<file path="src/rtl/pipe_ctrl_pkg.sv">
// pipe_ctrl_pkg
//   Shared definitions for the pipeline stall/flush sequencer.
//   - state_t     : sequencer states (RUN / WAIT / ERR)
//   - REG_W_DEF   : default register index width
//   - WAIT_CNT_W  : width of the memory-wait watchdog counter (covers TIMEOUT up to 2^16-1)
package pipe_ctrl_pkg;

  typedef enum logic [1:0] {
    ST_RUN  = 2'd0,
    ST_WAIT = 2'd1,
    ST_ERR  = 2'd2
  } state_t;

  localparam int REG_W_DEF  = 5;
  localparam int WAIT_CNT_W = 16;

endpackage

</file>
<file path="src/rtl/pipe_ctrl_hazard_det.sv">
// pipe_hazard_det
//   Pure combinational load-use hazard detector. Flags when the instruction in
//   EX is a load whose destination is a source register of the instruction in ID.
//   Register x0 never creates a hazard.
// Ports
//   i_id_rs1, i_id_rs2           source indices of the ID instruction
//   i_id_rs1_used, i_id_rs2_used source-usage qualifiers
//   i_ex_rd                      destination index of the EX instruction
//   i_ex_is_load                 EX instruction is a load
//   o_lu_stall                   load-use hazard present this cycle
module pipe_hazard_det
  import pipe_ctrl_pkg::*;
#(
  parameter int REG_W = REG_W_DEF
) (
  input  logic [REG_W-1:0] i_id_rs1,
  input  logic [REG_W-1:0] i_id_rs2,
  input  logic             i_id_rs1_used,
  input  logic             i_id_rs2_used,
  input  logic [REG_W-1:0] i_ex_rd,
  input  logic             i_ex_is_load,
  output logic             o_lu_stall
);

  logic w_rd_nonzero;
  logic w_rs1_hit;
  logic w_rs2_hit;

  assign w_rd_nonzero = (i_ex_rd != '0);
  assign w_rs1_hit    = i_id_rs1_used & (i_id_rs1 == i_ex_rd);
  assign w_rs2_hit    = i_id_rs2_used & (i_id_rs2 == i_ex_rd);
  assign o_lu_stall   = i_ex_is_load & w_rd_nonzero & (w_rs1_hit | w_rs2_hit);

endmodule

</file>
<file path="src/rtl/pipe_ctrl.sv">
// pipe_ctrl
//   Central stall/flush sequencer for the 5-stage pipeline. Drives PC enable and
//   enable/flush of IF/ID, ID/EX, EX/MEM and MEM/WB. Resolves load-use bubbles,
//   EX-stage redirects and multi-cycle data-memory waits, with a memory-wait
//   watchdog and a saturating stall-cycle counter.
// Ports
//   clk, rst                 clock (rising edge), async active-high reset
//   id_rs1/id_rs2(_used)     ID-stage source operands
//   ex_rd, ex_is_load        EX-stage destination / load flag
//   ex_redirect              taken branch/jump resolved in EX
//   mem_req, mem_ready       MEM-stage access handshake
//   pc_en, fd_en, fd_flush   PC and IF/ID control
//   de_en, de_flush          ID/EX control
//   em_en, mw_en             EX/MEM and MEM/WB enables
//   mem_timeout              sticky watchdog error
//   stall_cnt                saturating count of cycles with pc_en==0
module pipe_ctrl
  import pipe_ctrl_pkg::*;
#(
  parameter int REG_W   = REG_W_DEF,
  parameter int TIMEOUT = 256,
  parameter int CNT_W   = 32
) (
  input  logic             clk,
  input  logic             rst,
  input  logic [REG_W-1:0] id_rs1,
  input  logic [REG_W-1:0] id_rs2,
  input  logic             id_rs1_used,
  input  logic             id_rs2_used,
  input  logic [REG_W-1:0] ex_rd,
  input  logic             ex_is_load,
  input  logic             ex_redirect,
  input  logic             mem_req,
  input  logic             mem_ready,
  output logic             pc_en,
  output logic             fd_en,
  output logic             fd_flush,
  output logic             de_en,
  output logic             de_flush,
  output logic             em_en,
  output logic             mw_en,
  output logic             mem_timeout,
  output logic [CNT_W-1:0] stall_cnt
);

  localparam logic [WAIT_CNT_W-1:0] TIMEOUT_M1 = WAIT_CNT_W'(TIMEOUT - 1);

  state_t                r_state;
  logic [WAIT_CNT_W-1:0] r_wait_cnt;
  logic                  r_timeout;
  logic [CNT_W-1:0]      r_stall_cnt;

  logic w_mwait;
  logic w_freeze;
  logic w_lu_stall;

  pipe_hazard_det #(
    .REG_W(REG_W)
  ) u_hazard (
    .i_id_rs1      (id_rs1),
    .i_id_rs2      (id_rs2),
    .i_id_rs1_used (id_rs1_used),
    .i_id_rs2_used (id_rs2_used),
    .i_ex_rd       (ex_rd),
    .i_ex_is_load  (ex_is_load),
    .o_lu_stall    (w_lu_stall)
  );

  assign w_mwait  = mem_req & ~mem_ready;
  assign w_freeze = (r_state == ST_ERR) | w_mwait;

  // Zero-latency output mux. Gated by rst so the pipeline is held while reset
  // is asserted even though the FSM itself already sits in RUN.
  always_comb begin
    pc_en    = 1'b0;
    fd_en    = 1'b0;
    fd_flush = 1'b0;
    de_en    = 1'b0;
    de_flush = 1'b0;
    em_en    = 1'b0;
    mw_en    = 1'b0;
    if (rst || w_freeze) begin
      // everything held, redirect and load-use deferred until the freeze ends
    end else if (ex_redirect) begin
      pc_en    = 1'b1;
      fd_en    = 1'b1;
      fd_flush = 1'b1;
      de_en    = 1'b1;
      de_flush = 1'b1;
      em_en    = 1'b1;
      mw_en    = 1'b1;
    end else if (w_lu_stall) begin
      // de_en stays high so the flushed (bubble) value is actually captured
      de_en    = 1'b1;
      de_flush = 1'b1;
      em_en    = 1'b1;
      mw_en    = 1'b1;
    end else begin
      pc_en = 1'b1;
      fd_en = 1'b1;
      de_en = 1'b1;
      em_en = 1'b1;
      mw_en = 1'b1;
    end
  end

  // Sequencer FSM, watchdog and stall counter.
  // r_wait_cnt counts consecutive mwait cycles: the RUN->WAIT cycle loads 1,
  // so the TIMEOUT-th consecutive mwait cycle sees TIMEOUT-1 and trips.
  always_ff @(posedge clk or posedge rst) begin
    if (rst) begin
      r_state     <= ST_RUN;
      r_wait_cnt  <= '0;
      r_timeout   <= 1'b0;
      r_stall_cnt <= '0;
    end else begin
      case (r_state)
        ST_RUN: begin
          if (w_mwait) begin
            r_state    <= ST_WAIT;
            r_wait_cnt <= WAIT_CNT_W'(1);
          end
        end
        ST_WAIT: begin
          if (!w_mwait) begin
            r_state    <= ST_RUN;
            r_wait_cnt <= '0;
          end else if (r_wait_cnt == TIMEOUT_M1) begin
            r_state   <= ST_ERR;
            r_timeout <= 1'b1;
          end else begin
            r_wait_cnt <= r_wait_cnt + WAIT_CNT_W'(1);
          end
        end
        ST_ERR: begin
          r_timeout <= 1'b1;
        end
        default: begin
          r_state <= ST_RUN;
        end
      endcase

      if (!pc_en && (r_stall_cnt != '1)) begin
        r_stall_cnt <= r_stall_cnt + CNT_W'(1);
      end
    end
  end

  assign mem_timeout = r_timeout;
  assign stall_cnt   = r_stall_cnt;

endmodule

</file>
<file path="config.mk">
export PLATFORM = sky130hd
export DESIGN_NAME = pipe_ctrl
export DESIGN_NICKNAME = d
export VERILOG_FILES = /design/src/rtl/pipe_ctrl_pkg.sv /design/src/rtl/pipe_ctrl_hazard_det.sv /design/src/rtl/pipe_ctrl.sv
export SDC_FILE = /design/constraint.sdc
export NUM_CORES = 1
export LEC_CHECK = 0
export CORE_MARGIN = 2
export CORE_UTILIZATION = 47
export CTS_BUF_LIST = sky130_fd_sc_hd__clkbuf_8
export DETAILED_ROUTE_END_ITERATION = 8
export PLACE_DENSITY = 0.78
export REMOVE_ABC_BUFFERS = 1
export SYNTH_ARGS = -nofsm -noshare
export SYNTH_HDL_FRONTEND = slang
export SYNTH_SLANG_ARGS = --single-unit
</file>
<file path="constraint.sdc">
create_clock -name clk -period 2.1 [get_ports clk]
set_input_delay 0.42 -clock clk [delete_from_list [all_inputs] [get_ports clk]]
set_output_delay 0.42 -clock clk [all_outputs]
set_load 0.005 [all_outputs]
</file>
Yosys cells after proc, flatten, opt, wreduce, memory -nomap -nowiden:

Index checks and enable logic that the tools add are counted.
W data, S select, Z words.

* bits in registers: 51
* bits of input ports: 23
* word-level logic and storage cells: 56

* $add $sub $neg: 2
* equality and inequality tests: 11
* multiplexer cells: 20
* bitwise gates (word level): 9
* reductions and logical operators: 10

Operators with widths (count)
* $mux W16: 3
* $add A32 B1 Y32 const B: 1
* $ne A32 B32 Y1 const B: 1
* $pmux W16 S2: 1
* $add A16 B1 Y16 const B: 1
* $eq A16 B8 Y1 const B: 1
* $mux W1: 11
* $eq A5 B5 Y1: 2
* $reduce_and A3 Y1: 3
* $mux W2: 3
* $ne A2 B2 Y1 const B: 3
* $ne A3 B3 Y1 const B: 2
* $pmux W2 S3: 1
* $and A1 B1 Y1: 5
* $reduce_bool A5 Y1: 1
* $reduce_bool A2 Y1: 2
* $eq A2 B1 Y1 const B: 1
* $eq A2 B2 Y1 const B: 1
* $logic_not A2 Y1: 1
* $not A1 Y1: 2
* $or A1 B1 Y1: 2
* $pmux W1 S2: 1
* $logic_and A1 B1 Y1: 1
* $logic_not A1 Y1: 1
* $logic_or A1 B1 Y1: 1

Depth between registers and ports, before layout:

Gate-level depths: netlist of the first run.

* depth in word-level cells: 9
* gate-level depth with buffers: 9
* mapped depth without buffers: 7

Hierarchy:

Synthesis of the first run repeated with hierarchy kept, for this count alone.

* cell total of the unflattened synthesis: 294
* area total of the unflattened synthesis: 2951.6 um^2

Modules (own cells, without submodules)
* pipe_ctrl: times used 1, cells an instance 277, area an instance 2817.7 um^2, sequential area each 1276.2 um^2
* pipe_hazard_det: times used 1, cells an instance 17, area an instance 133.9 um^2, sequential area each 0.0 um^2

Worst setup path before layout of the first run:

No wires, ideal clock.

* kind: input-to-output
* start: in ex_rd[0]
* end: out pc_en
* data arrival time: 1697 ps
* setup slack: -17 ps
* stages: 6
* cell sequence: or4_1 > o21ai_1 > nor2_1 > a21boi_2 > buf_2 > buf_4

* cells in the longest elaborated chain, start to end: 7
* elaborated cells on any way between the ends: 11

RTL lines
* start: declaration: line pipe_ctrl.sv:30 `input logic [REG_W-1:0] ex_rd,`
* $eq A5 B5 Y1 (on tied branches): line pipe_ctrl_hazard_det.sv:30, pipe_ctrl_hazard_det.sv:31
* $and A1 B1 Y1 (on tied branches): line pipe_ctrl_hazard_det.sv:30, pipe_ctrl_hazard_det.sv:31
* $or A1 B1 Y1: line pipe_ctrl_hazard_det.sv:32 `assign o_lu_stall = i_ex_is_load & w_rd_nonzero & (w_rs1_hit | w_rs2_hit);`
* $and A1 B1 Y1 (*): line pipe_ctrl_hazard_det.sv:32
* $mux W1 (*) (3 in a row)
* end: declaration: line pipe_ctrl.sv:35 `output logic pc_en,`

Every way passes the cells marked *; elsewhere a longest branch is shown, timed or not.

Worst setup path in the final report of the first run:

* start: in ex_rd[0]
* end: out fd_en

* cells in the longest elaborated chain, start to end: 7
* elaborated cells on any way between the ends: 11

RTL lines
* $eq A5 B5 Y1 (on tied branches): line pipe_ctrl_hazard_det.sv:30, pipe_ctrl_hazard_det.sv:31
* $and A1 B1 Y1 (on tied branches): line pipe_ctrl_hazard_det.sv:30, pipe_ctrl_hazard_det.sv:31
* $or A1 B1 Y1: line pipe_ctrl_hazard_det.sv:32
* $and A1 B1 Y1 (*): line pipe_ctrl_hazard_det.sv:32
* $mux W1 (*): line pipe_ctrl.sv:92 `end else if (w_lu_stall) begin`
* $mux W1 (*): line pipe_ctrl.sv:84 `end else if (ex_redirect) begin`
* $mux W1 (*): line pipe_ctrl.sv:82 `if (rst || w_freeze) begin`
* end: declaration: line pipe_ctrl.sv:36 `output logic fd_en,`

Marks and branches as above.

==> results of run 1 <==
[cells by family (layout without fill, tap and decap cells)]
group	count (synthesis)	in the layout	share of synthesized area, %
AO/OA/AOI/OAI	37	37	8.14
AND/OR/NAND/NOR	140	140	28.0
XOR/XNOR	46	46	14.3
multiplexers	2	2	0.756
flip-flops	51	51	45.4
adder cells (fa/ha/maj)	2	2	0.889
buffers and inverters	14	114	2.53
[where the power goes]
part	switching (W)	internal, W	leakage (nW)
logic	0.000318	0.000470	1.11
registers	0.000182	0.00111	0.617
clock network	0.000304	0.000218	0.0413
total	0.000803	0.00180	1.77
[per-stage QoR]
stage	std cells	hold slack, ns	cell area, sq um	setup TNS, ns	total power [W]
floorplan	281	0.448	2750	-19.03	0.00154
global placement	450	0.452	3740	-17.27	0.00199
detailed placement	450	0.460	3740	-18.49	0.00202
CTS	461	0.478	3980	-0.0878	0.00256
global route	467	0.505	4180	-0.897	0.00275
finish	467	0.475	4180	-0.138	0.00261
[repair_timing]
item	CTS	global route
cloned	1	0
buffers inserted	4	6
gates resized for setup	65	38
endpoints found under the setup margin	39	39
pin swaps	20	26
[placed cells by master (no fill, tap or decap), drive strengths merged, types with 3 or more instances in the layout]
| cell type | count |
|---|---|
| dlygate4sd2 | 13 |
| and4 | 3 |
| nor2b | 4 |
| inv | 4 |
| nand3 | 17 |
| buf | 49 |
| and3 | 8 |
| nor3 | 19 |
| xor2 | 34 |
| nand4 | 17 |
| nor2 | 21 |
| or2 | 3 |
| clkbuf | 6 |
| dfrtp | 51 |
| o31ai | 4 |
| xnor2 | 12 |
| nand2 | 21 |
| a21oi | 7 |
| clkdlybuf4s50 | 39 |
| nand2b | 4 |
| o21ai | 17 |
| nor4 | 12 |
[per-layer routing]
layer  vias up  global-route usage (%)
li1       1246                       -
met1      1296                    30.3
met2        90                    39.3
met3        11                    4.56
met4         0                    6.78
met5         -                       0
[worst paths after layout]
kind / startpoint / to / slack (ns)
worst max-delay path: ex_rd[0] / fd_en / -0.05
worst min register to register: mem_timeout / mem_timeout / 0.47
worst min-delay path: mem_timeout / mem_timeout / 0.47
worst max register to register: stall_cnt[9] / stall_cnt[23] / 0.03
max in group asynchronous: rst / stall_cnt[10] / 0.97
min in group asynchronous: rst / r_wait_cnt[0] / 0.60
[registers in the layout, summed over array words and instances, names as in the netlist]
| register | cells |
|---|---|
| stall_cnt | 32 |
| r_wait_cnt | 16 |
| r_state | 2 |
| mem_timeout | 1 |
[final cells by class]
class | count | area (sq um) | area share [%]
well taps | 75 | 93.8 | 2.25
inverters | 3 | 11.3 | 0.269
multi-input cells | 227 | 1720 | 41.2
repair buffers | 105 | 1000 | 23.9
flip-flops and latches | 51 | 1280 | 30.6
clock buffers | 5 | 68.8 | 1.65
clock inverters | 1 | 3.75 | 0.0898
[critical path: stages]
cell and delay (ns):
sky130_fd_sc_hd__buf_6 0.09, sky130_fd_sc_hd__or4_4 0.54, sky130_fd_sc_hd__o21ai_4 0.19, sky130_fd_sc_hd__nor2_4 0.05, sky130_fd_sc_hd__a21boi_4 0.20, sky130_fd_sc_hd__buf_6 0.15
sky130_fd_sc_hd__buf_6 0.09
==> run summary, run 1 <==
The flow ran to the end, but the final reports show violations. The checks that failed: setup timing. The area share of the largest cell type after synthesis came out at 45.4%. The final clock period utilization by the worst path came out at 103%. Once layout is complete, the utilization of the core stands at 71.4%. The routed length on met3 is 391 microns. The path class of the tightest hold or removal check is reg -> reg.

The worst path in the final design needs a cycle of 2.15 ns, including I/O delays and setup. In this run, synthesis produced a sequential element count of 51. Across all setup checks in the final design, the least slack found is -0.0547 ns. The area growth from synthesis to final layout came out at 48.5%.

Setup repair after global routing could not meet its margin everywhere. The number of nets still failing antenna checks after routing came out at 0. The critical path in this run is classified as in -> out. The sequential-to-total area share from yosys stat is 45.4%. The number of cell instances on the worst register-to-register path is 7. The number of synthesized flops with an enable pin is 0. The total half-perimeter wirelength after legalization and detailed placement came out at 5110 microns. The overall die area is 6620 sq um. The average wire length per cell after detail routing is 16.4 microns. For this design the ratio of total power to cell area is 623 nW/um^2.

The capturing element type of the critical path is a primary output. Of all nets on the critical path, the largest fanout is 2. The first-iteration detailed-routing DRC count came out at 210. VDD sags by at most 0.703 mV.

The commonest cells after synthesis are sky130_fd_sc_hd__dfrtp_1 (51), sky130_fd_sc_hd__xor2_1 (34), sky130_fd_sc_hd__nand2_1 (21), sky130_fd_sc_hd__nor2_1 (20). sky130_fd_sc_hd__dfrtp_1 takes more of the synthesized area than any other cell. The total iterations of the first detailed-routing run came out at 4. The cell sitting at the root of the clock tree is a sky130_fd_sc_hd__clkbuf_8. The first global-routing pass estimated 11900 microns of wire. The met2 routed wirelength came out at 3890 microns. The number of library cell types mapped by synthesis is 45. The clock network latency to the later pin of the worst-skew pair came out at 0.30 ns. The average instance in the mapped netlist occupies 9.64 sq um. The number of buffers added on ports came out at 62. In this run the standard cell core region covers 5850 sq um. Sorting the synthesized cells by area gives the leading types as sky130_fd_sc_hd__dfrtp_1 (45%), sky130_fd_sc_hd__xor2_1 (11%), sky130_fd_sc_hd__nand4_1 (3.8%). The standby leakage power is 1.77 nW. The fraction of registers with async set or reset after synthesis came out at 100%.

The total routing usage reported by global routing is 23.3%. The number of instances in the synthesized netlist is 292. For this run, design rule violations remaining after detail routing come to 0. The most used flip-flop cell after synthesis is sky130_fd_sc_hd__dfrtp_1. After detailed routing, the number of vias per cell comes to 5.66.

The number of endpoints with negative hold slack in the final report came out at 0. The number of warnings printed during yosys synthesis is 0. The total grt overflow came out at 0. After floorplanning, the core was divided into 28 placement rows. The count of hold buffers inserted by post-cts repair came out at 0. Setup violations remaining at the end of the flow were counted as 5. The clock-pin transition on the worst setup and hold timing paths came out at 0.08 ns. The via count of the routed design came out at 2643. The worst clock skew is 0.0133 ns. The number of antenna violations at the first check in global routing was 0. The via count of the first global-routing pass is 2515. The routed design has 7640 microns of wire. The clock sink count came out at 51.

The max-slew violation count is 0. The clock tree from TritonCTS is done. The effective utilization at floorplan is 48.1%. The die outline width is 81.4 microns. The hold path depth came out at 1.

The final RePlAce weighted congestion is 0.867. The detailed-routing wirelength on met1 is 3250 microns. The total clock buffers created by CTS came out at 5. The highest achievable clock rate came out at 464 MHz. The combined area of all synthesized cells came out at 2810 sq um. Yosys instantiated no cell more often than sky130_fd_sc_hd__dfrtp_1. At the worst endpoint, the arrival time is 1.73 ns. The slew at the pin closest to its max-slew limit is 0.467 ns. Data on the critical path is required at its endpoint by 1.68 ns. Cells with a size suffix above 1 make up 25.0% of the layout.

The repair_antennas step left the layout with diodes totalling 0. OpenSTA, run right after detailed placement, puts the worst setup slack at -0.760 ns. The number of H-tree branching levels came out at 2.

The maximum root-to-sink buffer count is 2. The worst slew margin relative to its limit came out at 68.8%. The maximum number of pins on one net before global-route repair is 24. The highest metal layer carrying signal wires in the routed design is met4. The worst setup path is launched from an input port. The floorplan step set the die height to 81.4 microns. The number of nets in the layout came out at 418. The count of max-cap constraint violations is 0. The number of fill cells came out at 414. Pin placement for this block handled 63 I/O pins.
Power figures use the tool's default switching activity.
==> inputs of run 2 (changes only) <==
clock period = 1.77 ns   (was 2.1 ns; I/O delays follow)
==> run summary, run 2 (synthesis gave the netlist of run 1 again) <==
The run finished, with violations left. The final reports fail on setup timing. The final RePlAce weighted congestion is 0.866 (about the same).

The cell area after placement came out at 4050 sq um (+8.4%). The via count of the first global-routing pass came out at 3332 (+32%). The total clock buffers created by CTS is 5 (unchanged). The count of pins on the block boundary came out at 63 (unchanged). The number of cell instances on the worst register-to-register path is 8 (+1). The clock tree from TritonCTS is done. The effective utilization at floorplan came out at 48.1% (unchanged). The clock network latency to the later pin of the worst-skew pair came out at 0.32 ns (+0.02 ns).

The critical path ends at stall_cnt[25]. The worst register-to-register path begins at stall_cnt[8]. The post-layout worst setup margin is -0.368 ns (-0.314 ns). In the layout the commonest cells are sky130_fd_sc_hd__buf_4 (83), sky130_fd_sc_hd__dfrtp_1 (50), sky130_fd_sc_hd__xor2_1 (33). The data arrival time of the worst path is 2.38 ns (+0.65 ns).

The worst slew margin relative to its limit is 65.5% (-3.3 points). The core region area is 5850 sq um (unchanged). The clock-pin transition on the worst setup and hold timing paths is 0.10 ns (+0.02 ns). The maximum root-to-sink buffer count is 2 (unchanged). The slew at the pin closest to its max-slew limit came out at 0.513 ns (+0.0459 ns). The pre-CTS setup slack came out at -0.976 ns (-0.215 ns). The number of failing setup endpoints in the final timing report is 56 (+51). The number of nets still failing antenna checks after routing is 0 (unchanged). The via count of the routed design is 3468 (+31%).

In this run the clock root is driven by a sky130_fd_sc_hd__clkbuf_8. Leaving out fill and tap cells, the most frequent cell in the layout is sky130_fd_sc_hd__buf_4. The path class of the tightest hold or removal check is in -> async. The area of all placed cells without fillers is 5230 sq um (+25%). The total half-perimeter wirelength after legalization and detailed placement came out at 5770 microns (+13%). The signal on the critical path passes through nand4_1 -> or3_4 -> buf_6 -> nor3_4 -> buf_6 -> nand4_1 -> nor3_2 -> xor2_1.

The number of buffers added on ports is 62 (unchanged). The worst setup path is of the reg -> reg kind. The overall die area was 6620 sq um (unchanged). The total detailed-routing wirelength is 13700 microns (+80%).

The number of antenna violations at the first check in global routing came to 0 (unchanged). The final critical path time including I/O delays and setup came out at 2.14 ns. The total routing usage reported by global routing came out at 34.1% (+11 points). The endpoint identified for the worst register-to-register timing path is stall_cnt[25]. Setup repair after global routing could not meet its margin everywhere. The cell area power density is 757 nW/um^2 (+21%). The final-layout setup total negative slack came out at -11.62 ns (-11.48 ns).

The critical path buffer and inverter count is 2 (-1). The first-iteration detailed-routing DRC count is 406 (+93%). The antenna cell count came out at 0 (unchanged). The standby leakage power is 2.25 nW (+27%). The ratio of cells with drive above 1 in the final layout is 50.9% (+26 points). The critical path data required time was 2.01 ns (+0.33 ns). Among all stages on the critical path, the largest delay is contributed by sky130_fd_sc_hd__dfrtp_1. The total number of cells along the worst setup path was 8 (+1). The die outline width is 81.4 microns (unchanged). The final clock period utilization by the worst path is 121%. On the critical path the largest part of the delay comes from simple AND/OR/NAND/NOR gates. The number of H-tree branching levels came out at 2 (unchanged).

The number of endpoints with negative hold slack in the final report is 0 (unchanged). The number of fill cells is 195 (-53%). The area growth from synthesis to final layout is 85.9%. The maximum number of pins on one net before global-route repair is 44 (+83%). The maximum fanout along the worst path came to 3 (+1). The worst clock skew is 0.0127 ns (-0.000570 ns). The largest stage delay on the critical path is 0.41 ns (-0.13 ns).

The slack of the worst reg-to-reg path is -0.37 ns (-0.40 ns). The total iterations of the first detailed-routing run is 6 (+2). The worst supply voltage drop on vdd came out at 0.776 mV (+10%). The number of nets in the layout came to 491 (+17%). The number of flip-flops in the largest register was 32 (unchanged). The post-route DRC violation count is 0 (unchanged). The detail-routed via count per cell is 6.41 (+13%).

The critical path startpoint category is a flop. The average wire length per cell after detail routing came to 25.4 microns (+55%). The first-pass GRT wire length is 16900 microns (+41%).

The die span in y is 81.4 microns (unchanged). The count of max-cap constraint violations was 0 (unchanged). The highest achievable clock rate is 468 MHz. The max-slew violation count is 0 (unchanged). The launch point of the critical path is stall_cnt[8]. The total grt overflow came out at 0 (unchanged). The count of hold buffers inserted by post-cts repair was 0 (unchanged).

The clock sink count is 51 (unchanged). The capturing element type of the critical path is a flop. The number of placement rows came out at 28 (unchanged).
[run 2: cell types whose count changed in the layout (fill, tap and decap cells not counted), moves of 6 or more]
cell	delta
sky130_fd_sc_hd__clkdlybuf4s50_1	-11
sky130_fd_sc_hd__buf_6	+18
sky130_fd_sc_hd__nand3_2	+6
sky130_fd_sc_hd__o21ai_0	-13
sky130_fd_sc_hd__buf_2	+7
sky130_fd_sc_hd__buf_4	+49
sky130_fd_sc_hd__nand3_1	-6
sky130_fd_sc_hd__o21ai_2	+7
[run 2: per-layer routing]
metal | GRT usage [%] | vias up | share of wire (%)
met5 | 0 | - | 0
met3 | 7.44 | 101 | 9.3
met2 | 58.2 | 284 | 49
met4 | 18.0 | 0 | 6.8
li1 | - | 1388 | -
met1 | 40.0 | 1695 | 35
[run 2: how the worst min path moves through the flow]
stage,from,to,slack [ns]
4_1_cts,rst,r_wait_cnt[0],0.13
3_5_place_dp,mem_timeout,mem_timeout,0.45
2_1_floorplan,r_wait_cnt[15],r_wait_cnt[15],0.45
3_3_place_gp,mem_timeout,mem_timeout,0.45
6_report,rst,r_wait_cnt[1],0.16
5_1_grt,rst,r_wait_cnt[1],0.17
[run 2: layout make-up]
cell class | instances | area [sq um] | area share (%)
clock inverters | 2 | 37.5 | 0.717
clock buffers | 5 | 68.8 | 1.32
well taps | 75 | 93.8 | 1.79
multi-input cells | 227 | 2100 | 40.1
repair buffers | 178 | 1650 | 31.4
flip-flops and latches | 51 | 1280 | 24.4
inverters | 3 | 11.3 | 0.215
[run 2: report_power, final]
group	total (W)	switching, W	internal, W
Sequential	0.00147	0.000152	0.00132
Combinational	0.00165	0.000754	0.000895
Clock	0.000840	0.000426	0.000414
Total	0.00396	0.00133	0.00263
[run 2: repair_timing]
action                                  CTS  global route
resized for setup                       158           105
endpoints found under the setup margin   56            59
endpoints found under the hold margin     0             0
setup buffers                            21            28
cloned                                    3             0
pin swaps                                41            57
[run 2: stage by stage]
step	instances	total power, W	util (%)	hold WS (ns)
5_1_grt	541	0.00407	89.4	0.166
2_1_floorplan	281	0.00183	-	0.448
3_3_place_gp	492	0.00262	69.2	0.455
6_report	541	0.00396	89.4	0.157
4_1_cts	522	0.00358	81.1	0.127
3_5_place_dp	492	0.00266	69.2	0.454
==> inputs of run 3 (changes only) <==
CELL_PAD_IN_SITES_DETAIL_PLACEMENT = 2   (was default)
CELL_PAD_IN_SITES_GLOBAL_PLACEMENT = 2   (was default)
CORE_UTILIZATION = 29   (was 47)
PLACE_DENSITY = default   (was 0.78)
PLACE_DENSITY_LB_ADDON = 0.15   (was default)
==> run summary, run 3 <==
The flow did not finish. The last stage reached is global routing (5_1_grt). The tool reported: "[ERROR DPL-0033] detailed placement checks failed during check placement". The clock sink count came out at 51 (unchanged). The effective utilization at floorplan was 30.2% (-18 points). The sequential-to-total area share from yosys stat was 45.4% (unchanged). The final RePlAce weighted congestion came out at 0.780 (-9.9%).

The fraction of registers with async set or reset after synthesis is 100% (unchanged). In the synthesized netlist, the cells that appear most often are sky130_fd_sc_hd__dfrtp_1 (51), sky130_fd_sc_hd__xor2_1 (34), sky130_fd_sc_hd__nand2_1 (21), sky130_fd_sc_hd__nor2_1 (20). The combined area of all synthesized cells is 2810 sq um (unchanged). The number of warnings printed during yosys synthesis was 0 (unchanged).

The number of synthesized flops with an enable pin is 0 (unchanged). The pre-CTS setup slack came out at -0.997 ns (-0.0213 ns). The total half-perimeter wirelength after legalization and detailed placement is 7330 microns (+27%).

The count of pins on the block boundary is 63 (unchanged). The die span in y was 103 microns (+26%). Yosys instantiated no cell more often than sky130_fd_sc_hd__dfrtp_1. The die outline width came out at 103 microns (+26%). In this run the clock root is driven by a sky130_fd_sc_hd__clkbuf_8. The count of hold buffers inserted by post-cts repair is 0 (unchanged). The post-placement cell count is 557 (+13%). The number of instances in the synthesized netlist came out at 292 (unchanged).

After the last repair the worst path ends at a register input. Yosys attributes the largest share of cell area to sky130_fd_sc_hd__dfrtp_1 (45%), sky130_fd_sc_hd__xor2_1 (11%), sky130_fd_sc_hd__nand4_1 (3.8%). Once global-route timing repair stopped, the endpoint with the least setup slack was stall_cnt[23]$_DFFE_PP0P_/D.

The number of synthesized register bits came out at 51 (unchanged). Summed over all instances, the cell type with the most area after synthesis is sky130_fd_sc_hd__dfrtp_1. The area share of the largest cell type after synthesis is 45.4% (unchanged). The number of buffers added on ports is 62 (unchanged). Among all flip-flop cells after synthesis, the most frequent one is sky130_fd_sc_hd__dfrtp_1.

The cell area after placement came out at 4210 sq um (+4.0%). The total clock buffers created by CTS is 5 (unchanged). The number of antenna violations at the first check in global routing is 1. Entering global routing, the biggest net connects 21 pins. The number of library cell types mapped by synthesis is 45 (unchanged). The number of H-tree branching levels came out at 2 (unchanged). The number of placement rows is 35 (+25%).

The maximum root-to-sink buffer count is 2 (unchanged). The synthesized area divided by synthesized cell count is 9.64 sq um (unchanged).
run 3: cell counts after synthesis:
No cell type changed its count.
run 3: cells by family after synthesis:
family                   Yosys count  synth area share, %
AND/OR/NAND/NOR                  140                 28.0
flip-flops                        51                 45.4
adder cells (fa/ha/maj)            2                0.889
multiplexers                       2                0.756
XOR/XNOR                          46                 14.3
buffers and inverters             14                 2.53
AO/OA/AOI/OAI                     37                 8.14
run 3: per-stage QoR:
step                      utilization (%)  TNS, ns
after CTS                            55.6    -5.41
after detailed placement             45.2   -35.45
after global placement               45.2   -32.84
after floorplan                         -   -31.28
run 3: what timing repair did:
| item | in CTS |
|---|---|
| gates cloned | 6 |
| buffers inserted | 20 |
| resized for setup | 208 |
| endpoints found under the setup margin | 57 |
| pin swaps | 63 |
==> inputs of run 4 (changes only) <==
CELL_PAD_IN_SITES_DETAIL_PLACEMENT = default   (was 2)
CELL_PAD_IN_SITES_GLOBAL_PLACEMENT = default   (was 2)
CORE_UTILIZATION = 40   (was 29)
CTS_BUF_LIST = default   (was sky130_fd_sc_hd__clkbuf_8)
clock period = 2.3 ns   (was 1.77 ns; I/O delays follow)
==> run summary, run 4 (synthesis gave the netlist of run 1 again) <==
The smallest clock period supported by the final layout is computed as 2.22 ns. The max-slew violation count is 0. Adding up every negative setup slack in the final design gives 0 ns. The cell type of the slowest stage on the worst timing path is sky130_fd_sc_hd__clkdlybuf4s50_1.

The die span in y was 87.9 microns (-14%). The first global-routing pass estimated 11200 microns of wire. The buffer type at the clock tree root is sky130_fd_sc_hd__clkbuf_8. STA puts the critical path data required time at 1.84 ns.

The maximum number of pins on one net before global-route repair is 32. The detail-routed via count per cell came out at 5.22. Setup repair after global routing left no endpoint under its margin. The area growth from synthesis to final layout came out at 38.3%. The overall die area came out at 7720 sq um. The via count of the first global-routing pass was 2397. The core region area is 6790 sq um. The slew at the pin closest to its max-slew limit is 0.454 ns.

The number of H-tree branching levels is 2 (unchanged). The number of flip-flops in the largest register is 32. The effective utilization at floorplan came out at 41.4% (+11 points). IR analysis of the VDD net gives a maximum drop of 0.499 mV.

The post-route DRC violation count came out at 0. At the end of the flow, the number of nets in the layout was 400. The count of pins on the block boundary is 63 (unchanged).

The number of buffers added on ports came out at 62 (unchanged). The antenna cell count came out at 0. The hold path depth came out at 1. The analysis attributes to cell leakage a power of 1.64 nW.

The count of max-cap constraint violations is 0. The pre-CTS setup slack came out at -0.694 ns (+0.303 ns). The flow ran to the end, and the final reports show no timing, DRC or antenna violations. The ratio of cells with drive above 1 in the final layout came out at 17.1%.

The final RePlAce weighted congestion is 0.763 (-2.2%). Global routing used 18.1% of the available tracks across all layers. The final clock period utilization by the worst path came out at 96.7%. The number of endpoints with negative hold slack in the final report was 0. TritonCTS built the clock tree.

The total half-perimeter wirelength after legalization and detailed placement was 4760 microns (-35%). Data arrives at the worst endpoint at 1.76 ns. The number of antenna violations at the first check in global routing is 0.

Static timing analysis puts the maximum clock frequency at 450 MHz. The signal on the critical path passes through clkdlybuf4s50_1 -> xnor2_1 -> nand4_1 -> o22ai_2 -> nor2b_2 -> o21a_1 -> clkbuf_2. For this block, the routed nets add up to 6540 microns of wire. The first-iteration detailed-routing DRC count came out at 177. The number of placement rows came out at 30 (-14%).

The capturing element type of the critical path is a primary output. The clock arrives with 0.0115 ns of skew. Once detail routing completed, the nets flagged for antenna violations numbered 0. The class of the most critical setup path is in -> out. The total iterations of the first detailed-routing run is 4. The total clock buffers created by CTS came out at 5 (unchanged). The number of fill cells came out at 621. For this run, the slowest stage of the critical path takes 0.48 ns. The clock network latency to the later pin of the worst-skew pair is 0.30 ns. The maximum root-to-sink buffer count came out at 2 (unchanged). The number of cell instances on the worst register-to-register path came out at 7. After clock tree synthesis, the clock-pin slew on the worst setup and hold paths is 0.09 ns.

In this run the power density over the cells is 624 nW/um^2. The clock sink count is 51 (unchanged). The average wire length per cell after detail routing came out at 13.9 microns.

The worst setup path is launched from an input port. The total grt overflow is 0. The number of failing setup endpoints in the final timing report came out at 0. The library cell used most frequently in the layout, excluding fill and tap cells, is sky130_fd_sc_hd__dfrtp_1. The min-delay analysis places its worst path in the category reg -> reg. Leaving out fill and tap cells, the most frequent cells in the layout are sky130_fd_sc_hd__dfrtp_1 (51), sky130_fd_sc_hd__clkdlybuf4s50_1 (45), sky130_fd_sc_hd__xor2_1 (34). The worst slew margin relative to its limit is 69.7%. The via count of the routed design is 2460.

Once routing completed, OpenROAD measured the worst setup slack at 0.0760 ns. The maximum fanout along the worst path came out at 2. The die outline width is 87.9 microns (-14%).
run 4: worst max-delay path, delay by kind of cell:
family          cells  cell delay, ns
buf+inv             2            0.59
compound gates      2            0.31
simple gates        2            0.29
xor+xnor            1            0.12
run 4: worst paths after layout:
kind | startpoint | end | slack (ns)
hold reg to reg | mem_timeout | mem_timeout | 0.47
max in group asynchronous | rst | stall_cnt[13] | 1.14
hold / removal | mem_timeout | mem_timeout | 0.47
min in group asynchronous | rst | stall_cnt[7] | 0.60
setup reg to reg | stall_cnt[10] | stall_cnt[1] | 0.21
setup / recovery | id_rs1[2] | de_flush | 0.08
run 4: layout make-up:
class                   count  area [sq um]  share of cell area [%]
multi-input cells         227          1570                    40.3
flip-flops and latches     51          1280                    32.8
repair buffers             87           812                    20.9
well taps                  96           120                    3.09
clock buffers               6          72.6                    1.86
clock inverters             1          30.0                   0.771
inverters                   3          11.3                   0.289
run 4: per-layer routing:
layer	part of all wire, %	up-vias	track usage, %	wire length, microns
met4	0.24	0	3.36	16
met2	45	67	27.5	2930
li1	-	1211	-	-
met5	0	-	0	0
met1	50	1180	27.2	3260
met3	5.0	2	3.58	329
run 4: per-stage QoR:
step	instances	utilization [%]	cell area (sq um)	hold slack, ns	power, W
2_1_floorplan	281	-	2750	0.448	0.00141
6_report	471	57.3	3890	0.474	0.00243
3_3_place_gp	461	54.3	3690	0.449	0.00181
5_1_grt	471	57.3	3890	0.500	0.00258
3_5_place_dp	461	54.3	3690	0.452	0.00182
4_1_cts	472	56.6	3850	0.474	0.00245
run 4: what timing repair did:
item	in CTS	in global routing
buffers inserted	4	1
hold buffers	0	0
cloned	0	0
setup endpoints to repair	39	23
pin swaps	7	10
resized for setup	34	21
endpoints found under the hold margin	0	0
run 4: report_power, final:
part	switching (W)	internal [W]	total (W)
registers	0.000155	0.00101	0.00117
clock network	0.000292	0.000320	0.000612
logic	0.000257	0.000390	0.000647
total	0.000705	0.00172	0.00243
